[config.mk]
export PLATFORM = sky130hd
export DESIGN_NAME = store_buffer
export DESIGN_NICKNAME = d
export VERILOG_FILES = /design/src/rtl/sb_pkg.sv /design/src/rtl/store_fwd_match.sv /design/src/rtl/store_buffer.sv
export SDC_FILE = /design/constraint.sdc
export NUM_CORES = 1
export LEC_CHECK = 0
export CAP_MARGIN = 25
export CORE_MARGIN = 2
export CORE_UTILIZATION = 55
export CTS_BUF_LIST = sky130_fd_sc_hd__clkbuf_4 sky130_fd_sc_hd__clkbuf_8
export CTS_CLUSTER_SIZE = 25
export DETAILED_ROUTE_END_ITERATION = 6
export GPL_ROUTABILITY_DRIVEN = 0
export PLACE_DENSITY = 0.78
export SYNTH_ARGS = -nofsm -noshare
export SYNTH_HDL_FRONTEND = slang
export SYNTH_SLANG_ARGS = --single-unit
[constraint.sdc]
create_clock -name clk -period 5.75 [get_ports clk]
set_input_delay 0.8625 -clock clk [delete_from_list [all_inputs] [get_ports clk]]
set_output_delay 0.8625 -clock clk [all_outputs]
set_load 0.05 [all_outputs]
[src/rtl/sb_pkg.sv]
// Shared types and default widths for the MEM-stage store buffer.
package sb_pkg;
    localparam int ADDR_W        = 8;
    localparam int DATA_W        = 8;
    localparam int DEFAULT_DEPTH = 4;

    typedef struct packed {
        logic              valid;
        logic [ADDR_W-1:0] addr;
        logic [DATA_W-1:0] data;
    } sb_entry_t;
endpackage

[src/rtl/store_fwd_match.sv]
// Store-to-load forwarding match: scans pending entries oldest to youngest from head,
// so the last match seen is the youngest one.
module store_fwd_match
    import sb_pkg::*;
#(
    parameter  int DEPTH = DEFAULT_DEPTH,
    localparam int PW    = $clog2(DEPTH)
) (
    input  sb_entry_t         entries [DEPTH],
    input  logic [PW-1:0]     head,
    input  logic [ADDR_W-1:0] ld_addr,
    output logic              hit,
    output logic [DATA_W-1:0] data
);

    logic [PW-1:0] idx;

    always_comb begin
        hit  = 1'b0;
        data = '0;
        idx  = '0;
        for (int unsigned i = 0; i < DEPTH; i++) begin
            idx = head + PW'(i);
            if (entries[idx].valid && entries[idx].addr == ld_addr) begin
                hit  = 1'b1;
                data = entries[idx].data;
            end
        end
    end

endmodule

[src/rtl/store_buffer.sv]
// In-order store buffer ahead of the data memory: queues stores, drains one per cycle
// when no load miss needs the port, and forwards pending store data to loads.
module store_buffer
    import sb_pkg::*;
#(
    parameter  int DEPTH  = DEFAULT_DEPTH,
    parameter  int ADDR_W = sb_pkg::ADDR_W,
    parameter  int DATA_W = sb_pkg::DATA_W,
    localparam int PW     = $clog2(DEPTH),
    localparam int CW     = $clog2(DEPTH) + 1
) (
    input  logic              clk,
    input  logic              rst,
    input  logic              st_valid,
    input  logic [ADDR_W-1:0] st_addr,
    input  logic [DATA_W-1:0] st_data,
    output logic              st_ready,
    input  logic              ld_valid,
    input  logic [ADDR_W-1:0] ld_addr,
    output logic              ld_hit,
    output logic [DATA_W-1:0] ld_data,
    output logic [ADDR_W-1:0] mem_address,
    output logic [DATA_W-1:0] mem_write_data,
    output logic              mem_read_write,
    output logic              empty,
    output logic [CW-1:0]     count
);

    sb_entry_t         entries [DEPTH];
    logic [PW-1:0]     head;
    logic [PW-1:0]     tail;
    logic              match_hit;
    logic [DATA_W-1:0] match_data;
    logic              push;
    logic              drain;
    logic              load_miss;

    store_fwd_match #(.DEPTH(DEPTH)) u_match (
        .entries (entries),
        .head    (head),
        .ld_addr (ld_addr),
        .hit     (match_hit),
        .data    (match_data)
    );

    assign st_ready  = (count != CW'(DEPTH));
    assign empty     = (count == '0);
    assign ld_hit    = ld_valid && match_hit;
    assign ld_data   = ld_hit ? match_data : '0;
    assign load_miss = ld_valid && !match_hit;
    assign push      = st_valid && st_ready;
    assign drain     = !empty && !load_miss;

    always_comb begin
        mem_read_write = 1'b0;
        mem_address    = '0;
        mem_write_data = '0;
        if (load_miss) begin
            mem_address = ld_addr;
        end else if (drain) begin
            mem_read_write = 1'b1;
            mem_address    = entries[head].addr;
            mem_write_data = entries[head].data;
        end
    end

    // Push and pop never target the same slot: push needs not-full, pop needs not-empty.
    always_ff @(posedge clk or posedge rst) begin
        if (rst) begin
            head  <= '0;
            tail  <= '0;
            count <= '0;
            for (int unsigned i = 0; i < DEPTH; i++) begin
                entries[i] <= '0;
            end
        end else begin
            if (push) begin
                entries[tail] <= '{valid: 1'b1, addr: st_addr, data: st_data};
                tail          <= tail + PW'(1);
            end
            if (drain) begin
                entries[head].valid <= 1'b0;
                head                <= head + PW'(1);
            end
            if (push && !drain) begin
                count <= count + CW'(1);
            end else if (!push && drain) begin
                count <= count - CW'(1);
            end
        end
    end

endmodule

* Word level (Yosys, flattened, before mapping) *
Cells that the tools add are included.

storage, ports and cells
  register bits = 75
  input port bits = 28
  output and inout port bits = 31
  word-level logic and storage cells = 94

cells by class
  add/subtract/negate cells = 6
  order comparisons = 7
  equality and inequality tests = 5
  mux-type cells = 37
  bitwise logic cells = 5
  reduce and logical (&&, ||, !) cells = 19

operators by type and width
  operator                                                    number
  two-way mux 17 bit                                          10
  binary-select mux 17 bit (select 2 bit)                     4
  bitwise mux 68 bit                                          2
  two-way mux 68 bit                                          2
  two-way mux 8 bit                                           9
  demux 17 bit (select 2 bit)                                 2
  == test 8 bit                                               4
  greater-or-equal comparator 3 bit, second input constant    5
  NOT 2 -> 3 bit                                              5
  logical AND 1 bit                                           12
  less-than comparator 3 x 1 -> 1 bit, second input constant  2
  two-way mux 1 bit                                           6
  two-way mux 3 bit                                           2
  logical NOT 1 bit                                           5
  adder 2 x 1 -> 2 bit, second input constant                 2
  adder 2 bit, second input constant                          2
  adder 3 x 1 -> 3 bit, second input constant                 1
  logical NOT 3 bit                                           1
  != test 3 bit, second input constant                        1
  subtractor 3 x 1 -> 3 bit, second input constant            1
  nonzero test 2 bit                                          1

* Depth between registers and ports, before layout *
Gate-level depths: netlist of the first run.

  word-level depth = 17
  depth in mapped cells = 22
  depth with buffers taken out = 16

* Cells and area by module *
A second synthesis of the first run with hierarchy kept.

second synthesis, totals
  cell total of the unflattened synthesis = 507
  area total of the unflattened synthesis = 6054.6 sq um

modules (own cells, without submodules)
  module           times used  cells an instance  area each (sq um)  seq. area each (sq um)
  store_buffer     1           237                3791.1             1876.8
  store_fwd_match  1           270                2263.4             0.0

* Worst setup path after synthesis of the first run *
OpenSTA, ideal clock, no wires.

  path kind = flip-flop to output port
  start point = reg head[0]
  end point = out mem_write_data[0]
  data arrival time = 4.798 ns
  required time = 4.888 ns
  slack = 0.089 ns
  stages on the path, launching flop included = 18
  path buffers = 6
  path through = dfrtp_1 > buf_6 > buf_12 > buf_6 > buf_2 > buf_1 > inv_1 > ha_1 > clkbuf_1 > mux4_2 > xnor2_1 > o21ai_0 > nor3_1 > o21a_1 > nor4_4 > nor2_8 > inv_4 > a211oi_1

on the way
  elaborated cells on any way between the ends = 37
  classes of those cells = add/sub (3); eq/ne (4); mux (18); bitwise (4); reduce/logical (8)

RTL lines
  element                                                     line                   RTL
  from (decl)                                                 store_buffer.sv:30     logic [PW-1:0] head;
  from (signal assigned)                                      store_buffer.sv:83     head <= head + PW'(1);
  adder 2 bit (*)                                             store_fwd_match.sv:23  idx = head + PW'(i);
  named net u_match.idx[0]                                    store_fwd_match.sv:16  logic [PW-1:0] idx;
  NOT 2 -> 3 bit (not written as such) (*)                    store_fwd_match.sv:24  if (entries[idx].valid && entries[idx].addr == ld_addr) begin
  binary-select mux 17 bit (select 2 bit) (*)                 store_fwd_match.sv:24
  two-way mux 17 bit (not written as such) (*) (2 in series)  store_fwd_match.sv:24
  == test 8 bit                                               store_fwd_match.sv:24
  logical AND 1 bit (*)                                       store_fwd_match.sv:24
  two-way mux 1 bit (*)                                       store_fwd_match.sv:24
  logical NOT 1 bit (*)                                       store_buffer.sv:50     assign load_miss = ld_valid && !match_hit;
  logical AND 1 bit (*)                                       store_buffer.sv:50
  logical NOT 1 bit                                           store_buffer.sv:52     assign drain = !empty && !load_miss;
  logical AND 1 bit                                           store_buffer.sv:52
  two-way mux 8 bit                                           store_buffer.sv:60     end else if (drain) begin
  two-way mux 8 bit (*)                                       store_buffer.sv:58     if (load_miss) begin
  to (decl)                                                   store_buffer.sv:23     output logic [DATA_W-1:0] mem_write_data,

Mark *: on every way through the listed nets, which the timed path passes. The rest lies on a longest branch. The select of a mux whose other input is x is not followed.

* Worst setup path in the final report of the first run *
  start point = reg head[0]
  end point = out ld_data[3]

on the way
  cells in the longest elaborated chain, start to end = 12
  elaborated cells on any way between the ends = 37
  classes of those cells = add/sub (3); eq/ne (4); mux (21); bitwise (4); reduce/logical (5)

ends and longest elaborated chain
  element                                                                                          line                                                                 RTL
  adder 2 x 1 -> 2 bit or NOT 2 -> 3 bit (tied branches)                                           store_fwd_match.sv:23, store_fwd_match.sv:24, store_fwd_match.sv:26
  NOT 2 -> 3 bit (not written as such) or binary-select mux 17 bit (select 2 bit) (tied branches)  store_fwd_match.sv:24, store_fwd_match.sv:26
  binary-select mux 17 bit (select 2 bit) or two-way mux 17 bit (tied branches)                    store_fwd_match.sv:24, store_fwd_match.sv:26
  two-way mux 17 bit (not written as such)                                                         store_fwd_match.sv:26                                                data = entries[idx].data;
  two-way mux 17 bit (not written as such) or == test 8 bit (tied branches)                        store_fwd_match.sv:26, store_fwd_match.sv:24
  == test 8 bit or logical AND 1 bit (tied branches)                                               store_fwd_match.sv:24
  logical AND 1 bit or two-way mux 1 bit (tied branches)                                           store_fwd_match.sv:24
  two-way mux 1 bit (3 in series)                                                                  store_fwd_match.sv:24
  logical AND 1 bit                                                                                store_buffer.sv:48                                                   assign ld_hit = ld_valid && match_hit;
  two-way mux 8 bit (*)                                                                            store_buffer.sv:49                                                   assign ld_data = ld_hit ? match_data : '0;
  to (decl)                                                                                        store_buffer.sv:21                                                   output logic [DATA_W-1:0] ld_data,

Every way passes the cells marked *; elsewhere a longest branch is shown, timed or not. The select of a mux whose other input is x is not followed.

==> results.sh, run 1 <==
export IMPL_cts_htree_levels=3
export IMPL_run_status="finished, final reports clean"
export IMPL_clock_tree_from_tritoncts="yes"
export IMPL_ys_ff_latch=75
export IMPL_post_route_min_period_ns=5.23
export IMPL_detail_route_iter0_violations=220
export IMPL_timing_critical_path_slowest_stage_cell="dfrtp_4"
export IMPL_start_kind="flop"
export IMPL_min_path_type="reg2reg"
export IMPL_drive_above_1_share=0.333
export IMPL_worst_pin_slew_ns=1.00
export IMPL_post_cts_resize_count=0
export IMPL_die_height_um=104
export IMPL_setup_worst_path_end_class="primary output"
export IMPL_area_growth_syn_to_layout_pct=15.3
export IMPL_initial_core_util=0.565
export IMPL_number_of_hold_buffers_added_after_cts=0
export IMPL_design_power_total_mw=4.10
export IMPL_hpwlAfterDp_um=8880
export IMPL_criticalPathCategory="reg2out"
export IMPL_drc=0
export IMPL_wl_cell_um=19.7
export IMPL_worst_slack_ns=0.518
export IMPL_max_cap_viol_count=0
export IMPL_clk_latency_ns=0.36
export IMPL_worst_endpoint_required_ns=4.89
export IMPL_die_width_um=104
export IMPL_cts_post_setup_buffers_inserted=0
export IMPL_finalSetupViolCount=0
export IMPL_irDropWorstVdd_v=0.000350
export IMPL_layout_nets=573
export IMPL_max_freq_ghz=0.191
export IMPL_syn_instance_count=495
export IMPL_vias_per_cell=6.27
export IMPL_n_fill_cell=803
export IMPL_synth_edff_count=0
export IMPL_rows=36
export IMPL_ant_nets=0
export IMPL_tritoncts_num_sinks=75
export IMPL_io_pins=59
export IMPL_synthArstFlopShare=1.00
export IMPL_grt_util_all_layers=0.248
export IMPL_grt_pass1_wl_um=21400
export IMPL_grt_antenna_before_repair=0
export IMPL_route_final_wire_length_um=13200
export IMPL_grt_remaining_overflow=0
export IMPL_diodes=0
export IMPL_power_per_cell_area_nw_per_um2=647
export IMPL_dr_total_vias=4205
export IMPL_cpMostUsedCell="o21ba_2"
export IMPL_hold_violations=0
export IMPL_synth_distinct_cells=62
export IMPL_critical_path_max_stage_delay_ns=0.77
export IMPL_detailedRoute_firstPassIterationCount=5
export IMPL_numCtsBuffers=9
export IMPL_die_area_um2=10800
export IMPL_postSynth_topFlopCell="dfrtp_1"
export IMPL_clockBufferDepth=2
export IMPL_floorplan_core_area_um2=9730
export IMPL_fin_tns_setup_ns=0
export IMPL_synth_warnings=0
export IMPL_path_clk_slew_ns=0.08
export IMPL_worstPathMaxFanout=38
export IMPL_mappedNetlistArea_um2=5490
export IMPL_cts_root_buf="clkbuf_8"
export IMPL_synth_net_count=533
export IMPL_crit_arrival_ns=4.37
export IMPL_vias_in_the_first_global_route=4192
export IMPL_slew_violations=0
export IMPL_syn_area_per_cell_um2=11.1
export IMPL_slew_headroom=0.328
export IMPL_buffer_ports_inserted=58
export IMPL_post_route_period_util=0.910
export IMPL_crit_path_cell_trace="buf_4, mux2i_1, or2_2, o2111ai_1, nor4_1, o21ba_2, o41a_1, o21ai_0, o21ba_2, buf_12"
export IMPL_grt_start_max_net_pins=51
export IMPL_rsz_0062_raised_after_global_routing="false"
export IMPL_p_leak_nw=2.63
export IMPL_ys_seq_area_frac=0.342
export IMPL_place_ws_ns=1.08
export IMPL_clock_tree_skew_after_final_layout_ns=0.00967
[cells in the final DEF (no fill, tap or decap), types with 4 or more instances in the layout]
cell	netlist	layout
nand2_1	32	32
nor2_1	18	18
nand3_1	12	12
buf_12	1	11
o21ai_0	11	11
clkdlybuf4s50_1	0	32
nor3_1	16	15
inv_1	8	7
dfrtp_1	75	74
nand2b_1	4	4
a211oi_1	7	7
o21ba_2	4	4
and2_1	9	9
xor2_1	5	5
mux2i_1	34	34
a32oi_1	4	4
mux2_2	90	90
buf_4	3	25
clkbuf_8	0	9
a21oi_1	11	11
mux4_2	18	18
nand4_1	9	9
ha_1	9	9
and4_1	7	7
xnor2_1	28	28
[cells in the mapped netlist, types with 8 or more instances]
cell type  count  area share
o21ai_0       11       0.010
mux2_2        90        0.18
mux4_2        18       0.074
clkbuf_1      16       0.011
a21oi_1       11       0.010
ha_1           9       0.020
nor2_1        18       0.012
nor3_1        16       0.015
nand3_1       12       0.011
nand2_1       32       0.022
nand4_1        9       0.010
dfrtp_1       75        0.34
xnor2_1       28       0.045
buf_2          9      0.0082
mux2i_1       34       0.062
inv_1          8      0.0055
and2_1         9       0.010
[report_power, final]
| group | switching [mW] | total, mW | internal, mW |
|---|---|---|---|
| Combinational | 1.37 | 2.64 | 1.26 |
| Clock | 0.196 | 0.356 | 0.160 |
| Sequential | 0.302 | 1.11 | 0.805 |
[routing by layer]
metal / routed length, µm / vias to the layer above / global-route usage
li1: - / 1907 / -
met4: 294 / 0 / 0.0859
met5: 0 / - / 0
met2: 6360 / 157 / 0.409
met3: 732 / 34 / 0.0307
met1: 5810 / 2107 / 0.339
[final timing paths]
check	from	endpoint	slack, ns	depth (start not counted)
hold reg to reg	flop	flop	0.54	1
setup reg to reg	head[0]	count[2]	1.23	17
hold / removal	flop	flop	0.54	1
min in group asynchronous	rst	async pin	0.88	2
setup / recovery	head[0]	ld_data[3]	0.52	10
max in group asynchronous	rst	head[0]	3.89	4
[layout make-up]
cell class                 count  area (µm²)  share of cell area
sequential                    75        1880               0.297
clock inverter                 3        17.5             0.00277
inverter                      10        40.0             0.00632
timing repair buffer          68         728               0.115
multi-input combinational    371        3360               0.531
tap                          133         166              0.0263
clock buffer                  11         139              0.0219
[critical path, delay by kind of cell, from the launching register on]
| family | cells | cell delay, ns |
|---|---|---|
| compound gates | 5 | 1.58 |
| buf+inv | 2 | 0.71 |
| flops | 1 | 0.77 |
| mux | 1 | 0.42 |
| simple gates | 2 | 0.51 |
[stage by stage]
stage           util  hold slack, ns  cell area (µm²)  instances
2_1_floorplan      -           0.496             5490        495
3_3_place_gp   0.631           0.507             6140        654
3_5_place_dp   0.633           0.522             6160        656
4_1_cts        0.649           0.541             6310        670
5_1_grt        0.651           0.562             6330        671
6_report       0.651           0.540             6330        671
[logic make-up after synthesis]
| logic type | Yosys count | share of synthesized area |
|---|---|---|
| fa+ha+maj | 10 | 0.0241 |
| mux | 144 | 0.325 |
| buf+inv | 49 | 0.0476 |
| compound gates | 67 | 0.0945 |
| simple gates | 117 | 0.114 |
| flops | 75 | 0.342 |
| xor+xnor | 33 | 0.0526 |
Power figures use the tool's default switching activity.
==> run 2: changes to the inputs <==
--- a/config.mk
+++ b/config.mk
@@ -13,6 +13,8 @@
 export DETAILED_ROUTE_END_ITERATION = 6
 export GPL_ROUTABILITY_DRIVEN = 0
 export PLACE_DENSITY = 0.78
+export RECOVER_POWER = 100
+export SLEW_MARGIN = 20
 export SYNTH_ARGS = -nofsm -noshare
 export SYNTH_HDL_FRONTEND = slang
 export SYNTH_SLANG_ARGS = --single-unit
==> run 2 against run 1 <==
Against the previous run:
- the flow now finishes with violations (max-capacitance violations, max-slew violations)
- hold slack got worse by 0.014 ns
- combinational power shrank 4%
- register-to-register slack got worse by 0.16 ns
- power is 0.14% lower
- critical path depth shrank 1
==> results.sh, run 2 (same netlist as run 1, synthesis figures left out) <==
export IMPL_max_freq_ghz=0.187
export IMPL_tritoncts_num_sinks=75
export IMPL_floorplan_core_area_um2=9730
export IMPL_dr_total_vias=4234
export IMPL_post_route_min_period_ns=5.36
export IMPL_slew_headroom=-0.474
export IMPL_numPlacedInstances=656
export IMPL_vias_per_cell=6.31
export IMPL_hold_violations=0
export IMPL_setup_worst_path_end_class="primary output"
export IMPL_max_cap_viol_count=2
export IMPL_hold_path_cell_count=1
export IMPL_diodes=0
export IMPL_run_status="complete, but fails checks"
export IMPL_numCtsBuffers=9
export IMPL_placement_cell_area_um2=6160
export IMPL_io_pins=59
export IMPL_worstPathMaxFanout=38
export IMPL_crit_arrival_ns=4.49
export IMPL_grt_antenna_before_repair=0
export IMPL_hpwlAfterDp_um=8840
export IMPL_area_growth_syn_to_layout_pct=12.8
export IMPL_wl_cell_um=19.5
export IMPL_n_fill_cell=801
export IMPL_post_route_period_util=0.932
export IMPL_start_kind="flop"
export IMPL_irDropWorstVdd_v=0.000337
export IMPL_mostFrequentLayoutCells="90 x mux2_2, 74 x dfrtp_1, 34 x mux2i_1"
export IMPL_clock_tree_from_tritoncts="yes"
export IMPL_final_design_utilization=0.637
export IMPL_r2r_cells=16
export IMPL_die_height_um=104
export IMPL_buffer_ports_inserted=58
export IMPL_criticalPathCategory="reg2out"
export IMPL_min_path_type="reg2reg"
export IMPL_fin_area_um2=6200
export IMPL_clockBufferDepth=2
export IMPL_cts_post_setup_buffers_inserted=0
export IMPL_post_cts_resize_count=0
export IMPL_path_clk_slew_ns=0.07
export IMPL_grt_start_max_net_pins=51
export IMPL_drc=0
export IMPL_violations_in_the_final_reports="max-capacitance violations, max-slew violations"
export IMPL_die_width_um=104
export IMPL_clk_latency_ns=0.34
export IMPL_grt_util_all_layers=0.250
export IMPL_grt_pass1_wl_um=21700
export IMPL_rows=36
export IMPL_die_area_um2=10800
export IMPL_finalNonFillerCells=671
export IMPL_drive_above_1_share=0.296
export IMPL_ant_nets=0
export IMPL_cts_htree_levels=3
export IMPL_initial_core_util=0.565
export IMPL_vias_in_the_first_global_route=4222
export IMPL_detailedRoute_firstPassIterationCount=4
export IMPL_fin_tns_setup_ns=0
export IMPL_detail_route_iter0_violations=276
export IMPL_p_leak_nw=2.59
export IMPL_hold_worst_slack_ns=0.525
export IMPL_layout_nets=572
export IMPL_grt_remaining_overflow=0
export IMPL_clock_tree_skew_after_final_layout_ns=0.0112
export IMPL_route_final_wire_length_um=13100
export IMPL_power_per_cell_area_nw_per_um2=661
export IMPL_worst_endpoint_required_ns=4.89
export IMPL_slew_violations=62
export IMPL_rsz_0062_raised_after_global_routing="false"
export IMPL_worst_pin_slew_ns=2.20
export IMPL_number_of_hold_buffers_added_after_cts=0
export IMPL_cts_root_buf="clkbuf_8"
export IMPL_finalSetupViolCount=0
export IMPL_layout_commonest_cell="mux2_2"
==> run 2: final cells by class <==
cell class                      instances  area [µm²]  share of cell area
Sequential cell                        75        1880               0.304
Tap cell                              133         166              0.0269
Multi-Input combinational cell        371        3340               0.539
Clock inverter                          5        78.8              0.0127
Clock buffer                           10         131              0.0212
Timing Repair Buffer                   67         557              0.0899
Inverter                               10        41.3             0.00666
==> run 2: worst max-delay path: stages, from the launching register on <==
cell       delay [ns]
dfrtp_4          0.77
buf_4            0.58
mux2i_1          0.47
or2_2            0.18
o2111ai_1        0.13
nor4_1           0.35
o21ba_2          0.38
o41a_1           0.50
o221a_1          0.29
clkbuf_1         0.48
==> run 2: path summary, 6_finish.rpt <==
check                      startpoint         end  slack [ns]
setup / recovery              head[0]  ld_data[1]        0.39
hold / removal               count[2]    count[2]        0.53
setup reg to reg              head[0]    count[2]        1.07
hold reg to reg              count[2]    count[2]        0.53
max in group asynchronous         rst     head[0]        2.01
min in group asynchronous         rst   async pin        1.55
==> run 2: layer usage <==
metal	wire, µm	up-vias	track usage
li1	-	1909	-
met1	5820	2133	0.346
met2	6320	163	0.395
met3	687	29	0.0445
met4	237	0	0.0927
met5	0	-	0
==> run 2: power by group <==
part	switching, mW	internal (mW)	total, mW
combinational	1.37	1.18	2.54
sequential	0.303	0.805	1.11
clock	0.197	0.246	0.444
==> run 2: stage by stage <==
stage               setup slack, ns  total power [mW]
floorplan                    0.0893              3.14
global placement               1.02              3.62
detailed placement             1.05              3.71
CTS                           0.601              4.18
finish                        0.394              4.09
global route                  0.197              4.36
